<file path="src/rtl/unstripe_lane_scheduler_pkg.sv">
// Shared definitions for the 2-lane byte striping/un-striping path.
package unstripe_lane_scheduler_pkg;

    // Default byte width shared by both directions of the path.
    localparam int ULS_DATA_W = 8;

    // Un-striper scheduler states; the encoding is fixed for the striping side.
    localparam logic [1:0] ST_WAIT_L0 = 2'd0;
    localparam logic [1:0] ST_WAIT_L1 = 2'd1;
    localparam logic [1:0] ST_FLUSH   = 2'd2;

endpackage

</file>
<file path="src/rtl/unstripe_lane_scheduler_if.sv">
// Lane inputs, output byte stream and status flags of the un-striping scheduler.
interface unstripe_lane_scheduler_if
    import unstripe_lane_scheduler_pkg::*;
#(
    parameter int DATA_W = ULS_DATA_W,
    parameter int ADDR_W = 2
);
    logic              push_0;
    logic [DATA_W-1:0] lane_0;
    logic              push_1;
    logic [DATA_W-1:0] lane_1;
    logic              out_ready;
    logic [DATA_W-1:0] data_out;
    logic              valid_out;
    logic [ADDR_W:0]   level_0;
    logic [ADDR_W:0]   level_1;
    logic              overflow;
    logic              skew_err;

    // Source of lane bytes and sink of the merged stream.
    modport master (
        output push_0, lane_0, push_1, lane_1, out_ready,
        input  data_out, valid_out, level_0, level_1, overflow, skew_err
    );

    // The scheduler itself.
    modport slave (
        input  push_0, lane_0, push_1, lane_1, out_ready,
        output data_out, valid_out, level_0, level_1, overflow, skew_err
    );
endinterface

</file>
<file path="src/rtl/unstripe_lane_scheduler_lane_fifo.sv">
// Per-lane synchronous FIFO with flush, occupancy and dropped-push flag.
module lane_fifo
    import unstripe_lane_scheduler_pkg::*;
#(
    parameter int DATA_W = ULS_DATA_W,
    parameter int ADDR_W = 2,
    parameter int DEPTH  = 4
)(
    input  logic              clk_2f,
    input  logic              reset,
    input  logic              i_push,
    input  logic [DATA_W-1:0] i_din,
    input  logic              i_pop,
    input  logic              i_flush,
    output logic [DATA_W-1:0] o_dout,
    output logic              o_full,
    output logic              o_empty,
    output logic [ADDR_W:0]   o_level,
    output logic              o_drop
);
    // Storage is read combinationally so a byte written at one edge can be popped at the next.
    logic [DATA_W-1:0] r_mem [DEPTH];
    logic [ADDR_W:0]   r_wr_ptr;
    logic [ADDR_W:0]   r_rd_ptr;
    logic [ADDR_W:0]   w_level;
    logic              w_full;
    logic              w_empty;
    logic              w_do_pop;
    logic              w_do_push;

    // Pointers carry one extra bit so full and empty are distinguishable.
    assign w_level   = r_wr_ptr - r_rd_ptr;
    assign w_full    = (w_level == (ADDR_W+1)'(DEPTH));
    assign w_empty   = (w_level == '0);
    assign w_do_pop  = i_pop && !w_empty;
    // A same-edge pop frees the slot, so a full FIFO still accepts the push.
    assign w_do_push = i_push && !i_flush && (!w_full || w_do_pop);

    assign o_dout  = r_mem[r_rd_ptr[ADDR_W-1:0]];
    assign o_full  = w_full;
    assign o_empty = w_empty;
    assign o_level = w_level;
    assign o_drop  = i_push && w_full && !w_do_pop;

    // Pointer update: reset and flush both empty the FIFO.
    always_ff @(posedge clk_2f) begin
        if (!reset || i_flush) begin
            r_wr_ptr <= '0;
            r_rd_ptr <= '0;
        end else begin
            if (w_do_push) r_wr_ptr <= r_wr_ptr + 1'b1;
            if (w_do_pop)  r_rd_ptr <= r_rd_ptr + 1'b1;
        end
    end

    // Data storage write; contents need no reset because the pointers gate visibility.
    always_ff @(posedge clk_2f) begin
        if (w_do_push) r_mem[r_wr_ptr[ADDR_W-1:0]] <= i_din;
    end

endmodule

</file>
<file path="src/rtl/unstripe_lane_scheduler.sv">
// Receive-side un-striper: merges two buffered byte lanes in strict lane0/lane1 order.
module unstripe_lane_scheduler
    import unstripe_lane_scheduler_pkg::*;
#(
    parameter int DATA_W     = ULS_DATA_W,
    parameter int FIFO_DEPTH = 4,
    parameter int ADDR_W     = 2,
    parameter int SKEW_MAX   = 3
)(
    input  logic                      clk_2f,
    input  logic                      reset,
    unstripe_lane_scheduler_if.slave  bus
);
    localparam int CNT_W = $clog2(SKEW_MAX + 1);
    localparam logic [CNT_W-1:0] SKEW_LAST = CNT_W'(SKEW_MAX - 1);

    logic [1:0]        r_state;
    logic [CNT_W-1:0]  r_wait_cnt;
    logic [DATA_W-1:0] r_data_out;
    logic              r_valid_out;
    logic              r_overflow;
    logic              r_skew_err;

    logic [1:0]        w_state_next;
    logic [CNT_W-1:0]  w_wait_cnt_next;
    logic [DATA_W-1:0] w_data_next;
    logic              w_valid_next;
    logic              w_load;
    logic              w_flush;

    logic [1:0]        w_push;
    logic [1:0]        w_pop;
    logic [1:0]        w_empty;
    logic [1:0]        w_full;
    logic [1:0]        w_drop;
    logic [DATA_W-1:0] w_din   [2];
    logic [DATA_W-1:0] w_dout  [2];
    logic [ADDR_W:0]   w_level [2];

    assign w_push[0] = bus.push_0;
    assign w_push[1] = bus.push_1;
    assign w_din[0]  = bus.lane_0;
    assign w_din[1]  = bus.lane_1;

    genvar gi;
    generate
        for (gi = 0; gi < 2; gi++) begin : g_lane
            lane_fifo #(
                .DATA_W (DATA_W),
                .ADDR_W (ADDR_W),
                .DEPTH  (FIFO_DEPTH)
            ) u_fifo (
                .clk_2f  (clk_2f),
                .reset   (reset),
                .i_push  (w_push[gi]),
                .i_din   (w_din[gi]),
                .i_pop   (w_pop[gi]),
                .i_flush (w_flush),
                .o_dout  (w_dout[gi]),
                .o_full  (w_full[gi]),
                .o_empty (w_empty[gi]),
                .o_level (w_level[gi]),
                .o_drop  (w_drop[gi])
            );
        end
    endgenerate

    // Output register may take a new byte when empty or when downstream drains it.
    assign w_load = !r_valid_out || bus.out_ready;

    // Lane scheduling: alternate lanes, count stalled lane1 slots, flush on excessive skew.
    always_comb begin
        w_state_next    = r_state;
        w_wait_cnt_next = r_wait_cnt;
        w_data_next     = r_data_out;
        w_valid_next    = r_valid_out;
        w_pop           = 2'b00;
        w_flush         = 1'b0;
        case (r_state)
            ST_WAIT_L0: begin
                if (w_load) begin
                    if (!w_empty[0]) begin
                        w_pop[0]        = 1'b1;
                        w_data_next     = w_dout[0];
                        w_valid_next    = 1'b1;
                        w_wait_cnt_next = '0;
                        w_state_next    = ST_WAIT_L1;
                    end else begin
                        w_valid_next = 1'b0;
                    end
                end
            end
            ST_WAIT_L1: begin
                // Backpressure cycles (load low) never count toward the skew limit.
                if (w_load) begin
                    if (!w_empty[1]) begin
                        w_pop[1]        = 1'b1;
                        w_data_next     = w_dout[1];
                        w_valid_next    = 1'b1;
                        w_wait_cnt_next = '0;
                        w_state_next    = ST_WAIT_L0;
                    end else begin
                        w_valid_next = 1'b0;
                        if (r_wait_cnt == SKEW_LAST) begin
                            w_wait_cnt_next = '0;
                            w_state_next    = ST_FLUSH;
                        end else begin
                            w_wait_cnt_next = r_wait_cnt + CNT_W'(1);
                        end
                    end
                end
            end
            ST_FLUSH: begin
                // Pending output byte is still delivered; only the lane buffers are discarded.
                w_flush         = 1'b1;
                w_wait_cnt_next = '0;
                w_state_next    = ST_WAIT_L0;
                if (w_load) w_valid_next = 1'b0;
            end
            default: begin
                w_wait_cnt_next = '0;
                w_state_next    = ST_WAIT_L0;
            end
        endcase
    end

    // State, output register and status flag update.
    always_ff @(posedge clk_2f) begin
        if (!reset) begin
            r_state     <= ST_WAIT_L0;
            r_wait_cnt  <= '0;
            r_data_out  <= '0;
            r_valid_out <= 1'b0;
            r_overflow  <= 1'b0;
            r_skew_err  <= 1'b0;
        end else begin
            r_state     <= w_state_next;
            r_wait_cnt  <= w_wait_cnt_next;
            r_data_out  <= w_data_next;
            r_valid_out <= w_valid_next;
            r_overflow  <= r_overflow | (|w_drop);
            r_skew_err  <= (r_state == ST_FLUSH);
        end
    end

    assign bus.data_out  = r_data_out;
    assign bus.valid_out = r_valid_out;
    assign bus.level_0   = w_level[0];
    assign bus.level_1   = w_level[1];
    assign bus.overflow  = r_overflow;
    assign bus.skew_err  = r_skew_err;

endmodule

</file>
<file path="src/flat_wrapper.sv">
// flat-port wrapper written by rule: the top's interface ports become plain ports
module unstripe_lane_scheduler_flat import unstripe_lane_scheduler_pkg::*;
#(
    parameter int DATA_W     = ULS_DATA_W,
    parameter int FIFO_DEPTH = 4,
    parameter int ADDR_W     = 2,
    parameter int SKEW_MAX   = 3
)
  (clk_2f, reset, bus_push_0, bus_lane_0, bus_push_1, bus_lane_1, bus_out_ready, bus_data_out, bus_valid_out, bus_level_0, bus_level_1, bus_overflow, bus_skew_err);
  unstripe_lane_scheduler_if #(.DATA_W(DATA_W), .ADDR_W(ADDR_W)) bus_i ();
  input  logic clk_2f;
  input  logic reset;
  input wire logic [$bits(bus_i.push_0)-1:0] bus_push_0;
  input wire logic [$bits(bus_i.lane_0)-1:0] bus_lane_0;
  input wire logic [$bits(bus_i.push_1)-1:0] bus_push_1;
  input wire logic [$bits(bus_i.lane_1)-1:0] bus_lane_1;
  input wire logic [$bits(bus_i.out_ready)-1:0] bus_out_ready;
  output wire logic [$bits(bus_i.data_out)-1:0] bus_data_out;
  output wire logic [$bits(bus_i.valid_out)-1:0] bus_valid_out;
  output wire logic [$bits(bus_i.level_0)-1:0] bus_level_0;
  output wire logic [$bits(bus_i.level_1)-1:0] bus_level_1;
  output wire logic [$bits(bus_i.overflow)-1:0] bus_overflow;
  output wire logic [$bits(bus_i.skew_err)-1:0] bus_skew_err;
  assign bus_i.push_0 = bus_push_0;
  assign bus_i.lane_0 = bus_lane_0;
  assign bus_i.push_1 = bus_push_1;
  assign bus_i.lane_1 = bus_lane_1;
  assign bus_i.out_ready = bus_out_ready;
  assign bus_data_out = bus_i.data_out;
  assign bus_valid_out = bus_i.valid_out;
  assign bus_level_0 = bus_i.level_0;
  assign bus_level_1 = bus_i.level_1;
  assign bus_overflow = bus_i.overflow;
  assign bus_skew_err = bus_i.skew_err;
  unstripe_lane_scheduler #(.DATA_W(DATA_W), .FIFO_DEPTH(FIFO_DEPTH), .ADDR_W(ADDR_W), .SKEW_MAX(SKEW_MAX)) u_core (.clk_2f(clk_2f), .reset(reset), .bus(bus_i));
endmodule
</file>
<file path="config.mk">
export PLATFORM = sky130hd
export DESIGN_NAME = unstripe_lane_scheduler_flat
export DESIGN_NICKNAME = d
export VERILOG_FILES = /design/src/rtl/unstripe_lane_scheduler_pkg.sv /design/src/rtl/unstripe_lane_scheduler_if.sv /design/src/rtl/unstripe_lane_scheduler_lane_fifo.sv /design/src/rtl/unstripe_lane_scheduler.sv /design/src/flat_wrapper.sv
export SDC_FILE = /design/constraint.sdc
export NUM_CORES = 1
export LEC_CHECK = 0
export BUFFER_PORTS_ARGS = -buffer_cell sky130_fd_sc_hd__buf_2
export CAP_MARGIN = 20
export CORE_MARGIN = 2
export CORE_UTILIZATION = 30
export DETAILED_ROUTE_END_ITERATION = 10
export SLEW_MARGIN = 40
export SYNTH_ARGS = -nofsm -noshare
export SYNTH_HDL_FRONTEND = slang
export SYNTH_SLANG_ARGS = --single-unit
</file>
<file path="constraint.sdc">
create_clock -name clk_2f -period 7.6 [get_ports clk_2f]
set_input_delay 0.76 -clock clk_2f [delete_from_list [all_inputs] [get_ports clk_2f]]
set_output_delay 0.76 -clock clk_2f [all_outputs]
set_load 0.05 [all_outputs]
</file>
==> results.ini, run 1 <==
[detailed_routing]
wl_met3_um=275
dr_wl_met2_um=3874
vias=2461
drt_pass1_iterations=7
drc=0
drt_iter0_markers=119
met1_length_um=3700
wl_per_cell_um=15.09
dr.max_layer_used=met4
ant_nets=0
viasPerCell=4.661
drt_wl_total_um=7970

[floorplanning]
ios=38
core_area_sq_mm=0.01335
die_h_um=121.2
start_util=0.3089
rows=42
die_w_um=121.2
die_area_sq_mm=0.01470

[clocking]
cts.clk_slew.worst_paths_ps=70
htree_num_levels=3
cts_resized=0
clkLatencyLatePin_ps=340
clock-sinks=95
cts_hold_buffers=0
cts_tree=done
cts_made_buffers=9
root_buffer=clkbuf_16
cts_setup_buffers=0
clockBufferDepth=2

[sta]
setup_viol=0
hold_ws_ps=464.3
grt_setup_unrepaired=no
fin_crit_ps=2853
tns_ps=0
clock_skew_ps=4.228
max_freq_mhz=350.5
finalHoldViolCount=0
fin_crit_sh=0.3755
slew_viol_final=0
fin_ws_ps=4747
tightest_slew_ps=679.8
slew_headroom=0.5448

[yosys]
syn_area_per_cell_sq_um=13.13
synth_top_family_by_area=multiplexers
yosys.area_share.simple=0.07193
synthFlopType=edfxtp_1
synth_seq_cells=95
synth_edf_count=64
syn_nets=353
ys.warnings.count=0
synthArstFlopShare=0
muxShareOfSynthArea=0.1020
syn-instance-count=314
synth-xor-area-share=0.01821
syn_area_sq_mm=0.004123
synth_fa_ha_area_frac=0.05827
seq_area_frac_synth=0.6167
synth_compound_area_frac=0.09712
ys_types=41

[layout]
fill_cells=1326
area_delta_synth_final_pct=15.99
finalNetCount=386
final_cell_mix=edfxtp_1, mux2i_1, buf_2
final-seq-area_sq_mm=0.002545
final_common_cell=edfxtp_1
antenna_cells=0
multi_input_area_sq_mm=0.001453
drive_above_1_share=0.1989
utilization=0.3583

[worst_setup_path]
rrSetupSlack_ps=4830
r2r-end=u_core.g_lane[0].u_fifo.r_mem[2][4]$_DFFE_PP_
critical_path.max_fanout=6
crit_type=reg2out
arrival_ps=2090
worstReg2RegStart=u_core.g_lane[0].u_fifo.r_wr_ptr[0]$_SDFFE_PP0P_
crit_required_ps=6840
end_kind=primary output
start_kind=register
reg2reg_depth=7

[power]
internal-power_uw=1073
switching_share=0.3686
ir_drop_uv=261.5
power_density_mw_per_mm2=355.5
seq_power_share=0.397
pwr-share-clk=0.267
p_sw_uw=626.6
p_comb_frac=0.336
leakage_uw=0.001757

[worst_hold_path]
hp-class=reg2reg
hold_depth=2
hold_path_end=u_core.bus.data_out[1]$_SDFFE_PN0P_
min_from=u_core.bus.data_out[1]$_SDFFE_PN0P_

[global_route]
antenna_found_initial=0
grt_pass1_vias=2529
grt_start_max_net_pins=21
grt_pass1_wl_um=12800
gr-total-overflow=0
grtUsageTotal=0.1155

[outcome]
outcome=finished, final reports clean

[place]
gp_congestion=0.7814
io_buffers=37
pre_cts_ws_ps=4785
dp.final_hpwl_um=5740

[run]
drv_cap=0

## area by class of cell
type                    instances  share of cell area
well taps                     176             0.04605
clock buffers                   9             0.04710
repair buffers                 37             0.03872
flip-flops and latches         95              0.5322
inverters                      20             0.01570
clock inverters                 7             0.01648
multi-input cells             184              0.3038
## synthesized netlist by cell type, drive strengths merged (2+ instances only)
cell / instances / area [sq um]
edfxtp: 64 / 1922
buf: 6 / 38.79
and3: 4 / 25.02
nand2: 15 / 56.30
a211oi: 3 / 22.52
fa: 2 / 40.04
o211ai: 4 / 35.03
ha: 16 / 200.2
and2: 2 / 12.51
dfxtp: 31 / 620.6
o22ai: 16 / 100.1
inv: 20 / 75.07
nand2b: 5 / 31.28
o221a: 2 / 22.52
o2111ai: 3 / 26.28
a21o: 3 / 23.77
nand3: 7 / 35.03
or3: 2 / 12.51
clkbuf: 9 / 33.78
nor2: 13 / 48.80
nor3b: 4 / 30.03
or2: 2 / 12.51
a31oi: 3 / 18.77
a21oi: 8 / 40.04
mux2i: 42 / 420.4
nor3: 3 / 26.28
xor2: 3 / 26.28
o21ai: 15 / 75.07
## power groups by stage
| stage | Clock (uW) | Sequential (uW) | Combinational (uW) |
|---|---|---|---|
| floorplan | 0 | 703 | 433 |
| global placement | 0 | 683 | 563 |
| detailed placement | 0 | 687 | 573 |
| CTS | 468 | 675 | 575 |
| global route | 487 | 683 | 621 |
| finish | 454 | 674 | 571 |
## cells by family (layout without fill, tap and decap cells)
family,after synthesis,count (layout)
buf+inv,35,73
fa+ha+maj,18,18
simple gates,58,58
xor+xnor,5,5
compound gates,61,61
flops,95,95
mux,42,42
## metrics by stage
step / cell area (sq um) / total power (uW) / std cells
after floorplan: 4123 / 1136 / 314
after global placement: 4456 / 1246 / 512
after detailed placement: 4478 / 1260 / 512
after CTS: 4782 / 1718 / 528
after global routing: 4782 / 1791 / 528
final: 4782 / 1700 / 528
## worst max path at each step
stage,startpoint,slack (ps),depth (start not counted),endpoint
after floorplan,u_core.g_lane[0].u_fifo.r_wr_ptr[0]$_SDFFE_PP0P_,4980,7,u_core.g_lane[0].u_fifo.r_mem[1][0]$_DFFE_PP_
after global placement,u_core.g_lane[0].u_fifo.r_wr_ptr[0]$_SDFFE_PP0P_,4640,7,u_core.g_lane[0].u_fifo.r_mem[3][2]$_DFFE_PP_
after detailed placement,u_core.g_lane[0].u_fifo.r_wr_ptr[0]$_SDFFE_PP0P_,4790,7,u_core.g_lane[0].u_fifo.r_mem[3][2]$_DFFE_PP_
after CTS,u_core.g_lane[0].u_fifo.r_wr_ptr[0]$_SDFFE_PP0P_,4720,6,bus_level_0[2]
after global routing,u_core.g_lane[0].u_fifo.r_wr_ptr[0]$_SDFFE_PP0P_,4610,7,u_core.g_lane[0].u_fifo.r_mem[2][4]$_DFFE_PP_
final,u_core.g_lane[0].u_fifo.r_wr_ptr[0]$_SDFFE_PP0P_,4750,6,bus_level_0[2]
## metal layers
layer  track usage  up-vias
li1              -     1225
met1        0.1405     1179
met2        0.1973       47
met3       0.02867       10
met4       0.04382        0
met5             0        -
## critical path, cell delays in order, from the launching register on
cell	delay, ps
dfxtp_1	390
inv_1	120
ha_1	230
fa_1	360
xnor3_2	290
inv_2	100
buf_2	260
## sequential cells by signal, summed over array words and instances (netlist names), named ones only
register                       flops
u_core.bus.data_out                8
u_core.bus.overflow                1
u_core.bus.skew_err                1
u_core.bus.valid_out               1
u_core.g_lane.u_fifo.r_mem        64
u_core.g_lane.u_fifo.r_rd_ptr      6
u_core.g_lane.u_fifo.r_wr_ptr      6
u_core.r_state                     2
u_core.r_wait_cnt                  2
Note: power is estimated with default switching activity, not from simulation.
==> run 2, diff against run 1 <==
==> constraint.sdc (replaced) <==
create_clock -name clk_2f -period 2.45 [get_ports clk_2f]
set_input_delay 0.245 -clock clk_2f [delete_from_list [all_inputs] [get_ports clk_2f]]
set_output_delay 0.245 -clock clk_2f [all_outputs]
set_load 0.05 [all_outputs]
==> results.ini, run 2 (synthesized netlist as in run 1, its figures left out) <==
[layout]
largest_reg_flops=64  ; unchanged
fill_cells=1341  ; was 1326
final-seq-area_sq_mm=0.002544  ; was 0.002545 sq mm
multi_input_area_sq_mm=0.001458  ; was 0.001453 sq mm
area_delta_synth_final_pct=18.33  ; was 15.99%
drive_above_1_share=0.2364  ; was 0.1989
final_cell_mix=edfxtp_1, mux2i_1, buf_2  ; unchanged
antenna_cells=0  ; unchanged
final_common_cell=edfxtp_1  ; unchanged
finalNetCount=402  ; was 386
finish.instance_area_sq_mm=0.004878  ; was 0.004782 sq mm

[worst_setup_path]
critical_path.max_fanout=5  ; was 6
end_kind=primary output  ; unchanged
crit_required_ps=2200  ; was 6840 ps
reg2reg_depth=8  ; was 7
start_kind=register  ; unchanged
rrSetupSlack_ps=160  ; was 4830 ps
crit_type=reg2out  ; unchanged
worstReg2RegStart=u_core.g_lane[0].u_fifo.r_wr_ptr[0]$_SDFFE_PP0P_  ; unchanged
r2r-end=u_core.g_lane[0].u_fifo.r_mem[1][4]$_DFFE_PP_  ; was u_core.g_lane[0].u_fifo.r_mem[2][4]$_DFFE_PP_
arrival_ps=2080  ; was 2090 ps

[worst_hold_path]
hp-class=in2reg  ; was reg2reg
hold_path_end=u_core.g_lane[0].u_fifo.r_mem[0][1]$_DFFE_PP_  ; was u_core.bus.data_out[1]$_SDFFE_PN0P_
min_from=bus_lane_0[1]  ; was u_core.bus.data_out[1]$_SDFFE_PN0P_
hold_depth=1  ; was 2

[place]
dp.final_hpwl_um=5820  ; was 5740 um
io_buffers=37  ; unchanged
gp_congestion=0.7855  ; was 0.7814
pre_cts_ws_ps=61.56  ; was 4785 ps
dpl_cell_area_sq_mm=0.004568  ; was 0.004478 sq mm

[clocking]
cts.clk_slew.worst_paths_ps=60  ; was 70 ps
cts_made_buffers=9  ; unchanged
htree_num_levels=3  ; unchanged
cts_tree=done  ; unchanged
clockBufferDepth=2  ; unchanged
clkLatencyLatePin_ps=340  ; about the same
clock-sinks=95  ; unchanged
root_buffer=clkbuf_16  ; unchanged

[sta]
fin_ws_ps=122.7  ; was 4747 ps
fin_crit_sh=0.9499
slew_viol_final=0  ; unchanged
tightest_slew_ps=566.0  ; was 679.8 ps
fin_crit_ps=2327
grt_setup_unrepaired=no  ; unchanged
clock_skew_ps=5.566  ; was 4.228 ps
slew_headroom=0.6227  ; was 0.5448
setup_viol=0  ; unchanged
max_freq_mhz=429.7
hold_ws_ps=123.0  ; was 464.3 ps
tns_ps=0  ; unchanged
finalHoldViolCount=0  ; unchanged

[floorplanning]
start_util=0.3089  ; unchanged
die_h_um=121.2  ; unchanged
core_area_sq_mm=0.01335  ; unchanged
die_area_sq_mm=0.01470  ; unchanged
ios=38  ; unchanged
rows=42  ; unchanged
die_w_um=121.2  ; unchanged

[detailed_routing]
vias=2546  ; was 2461
drc=0  ; unchanged
wl_per_cell_um=14.79  ; was 15.09 um
viasPerCell=4.680  ; was 4.661
drt_wl_total_um=8044  ; was 7970 um
ant_nets=0  ; unchanged
drt_pass1_iterations=4  ; was 7
drt_iter0_markers=129  ; was 119

[global_route]
gr-total-overflow=0  ; unchanged
grt_pass1_vias=2632  ; was 2529
grtUsageTotal=0.1183  ; was 0.1155
antenna_found_initial=0  ; unchanged
grt_start_max_net_pins=21  ; unchanged
grt_pass1_wl_um=13290  ; was 12800 um

[power]
ir_drop_uv=825.0  ; was 261.5 uV
power_density_mw_per_mm2=1080  ; was 355.5 mW/mm^2
leakage_uw=0.001819  ; was 0.001757 uW

[outcome]
outcome=finished, final reports clean  ; unchanged

[run]
drv_cap=0  ; unchanged

-- run 2: changes by cell type in the layout (fill, tap and decap cells not counted), moves of 2 or more --
cell / change
buf_4: +14
and3_2: +3
buf_6: +2
nand2_1: -2
clkbuf_1: +3
and3_1: -3
nand2_2: +2
-- run 2: how the worst max path moves through the flow --
| stage | startpoint | end | slack, ps | cells after the start |
|---|---|---|---|---|
| after floorplan | u_core.g_lane[0].u_fifo.r_wr_ptr[0]$_SDFFE_PP0P_ | u_core.g_lane[0].u_fifo.r_mem[1][0]$_DFFE_PP_ | -170 | 7 |
| after global placement | u_core.g_lane[0].u_fifo.r_wr_ptr[0]$_SDFFE_PP0P_ | u_core.g_lane[0].u_fifo.r_mem[1][2]$_DFFE_PP_ | 140 | 8 |
| after detailed placement | u_core.g_lane[1].u_fifo.r_wr_ptr[0]$_SDFFE_PP0P_ | u_core.g_lane[1].u_fifo.r_mem[2][2]$_DFFE_PP_ | 60 | 6 |
| after CTS | u_core.g_lane[0].u_fifo.r_wr_ptr[0]$_SDFFE_PP0P_ | u_core.g_lane[0].u_fifo.r_mem[3][4]$_DFFE_PP_ | 40 | 8 |
| after global routing | u_core.g_lane[0].u_fifo.r_wr_ptr[0]$_SDFFE_PP0P_ | u_core.g_lane[0].u_fifo.r_mem[1][0]$_DFFE_PP_ | 10 | 8 |
| final | u_core.g_lane[0].u_fifo.r_wr_ptr[0]$_SDFFE_PP0P_ | bus_level_0[2] | 120 | 7 |
-- run 2: repair_timing --
action / 4_1_cts / 5_1_grt
buffers inserted: 0 / 1
hold buffers: 0 / 0
resized for setup: 0 / 13
setup endpoints to repair: 0 / 67
-- run 2: power by group --
part	internal (uW)	leakage, uW	switching (uW)
clock network	694	0.000128	564
logic	715	0.000850	1270
registers	1920	0.000841	102
total	3330	0.00182	1940
-- run 2: metrics by stage --
step	util	std cells	power (uW)
final	0.3655	544	5269
after global routing	0.3655	544	5590
after CTS	0.3622	543	5287
after detailed placement	0.3422	527	4008
after global placement	0.3422	527	3970
after floorplan	-	314	3525
-- run 2: final cells by class --
type,instances,area share
inverters,20,0.01539
flip-flops and latches,95,0.5214
repair buffers,53,0.06463
clock buffers,12,0.04847
multi-input cells,184,0.2988
clock inverters,4,0.006155
well taps,176,0.04514
-- run 2: per-layer routing --
layer  share of wire  track usage  up-vias
met1            0.44       0.1451     1210
li1                -            -     1255
met5               0            0        -
met3           0.068      0.04652       11
met2            0.48       0.1903       70
met4           0.014      0.03951        0
-- run 2: worst max-delay path, cell delays in order, from the launching register on --
cell and delay (ps):
dfxtp_2 360, inv_1 90, ha_1 220, fa_1 370, xnor3_2 240, buf_4 170, inv_2 60, clkbuf_4 230
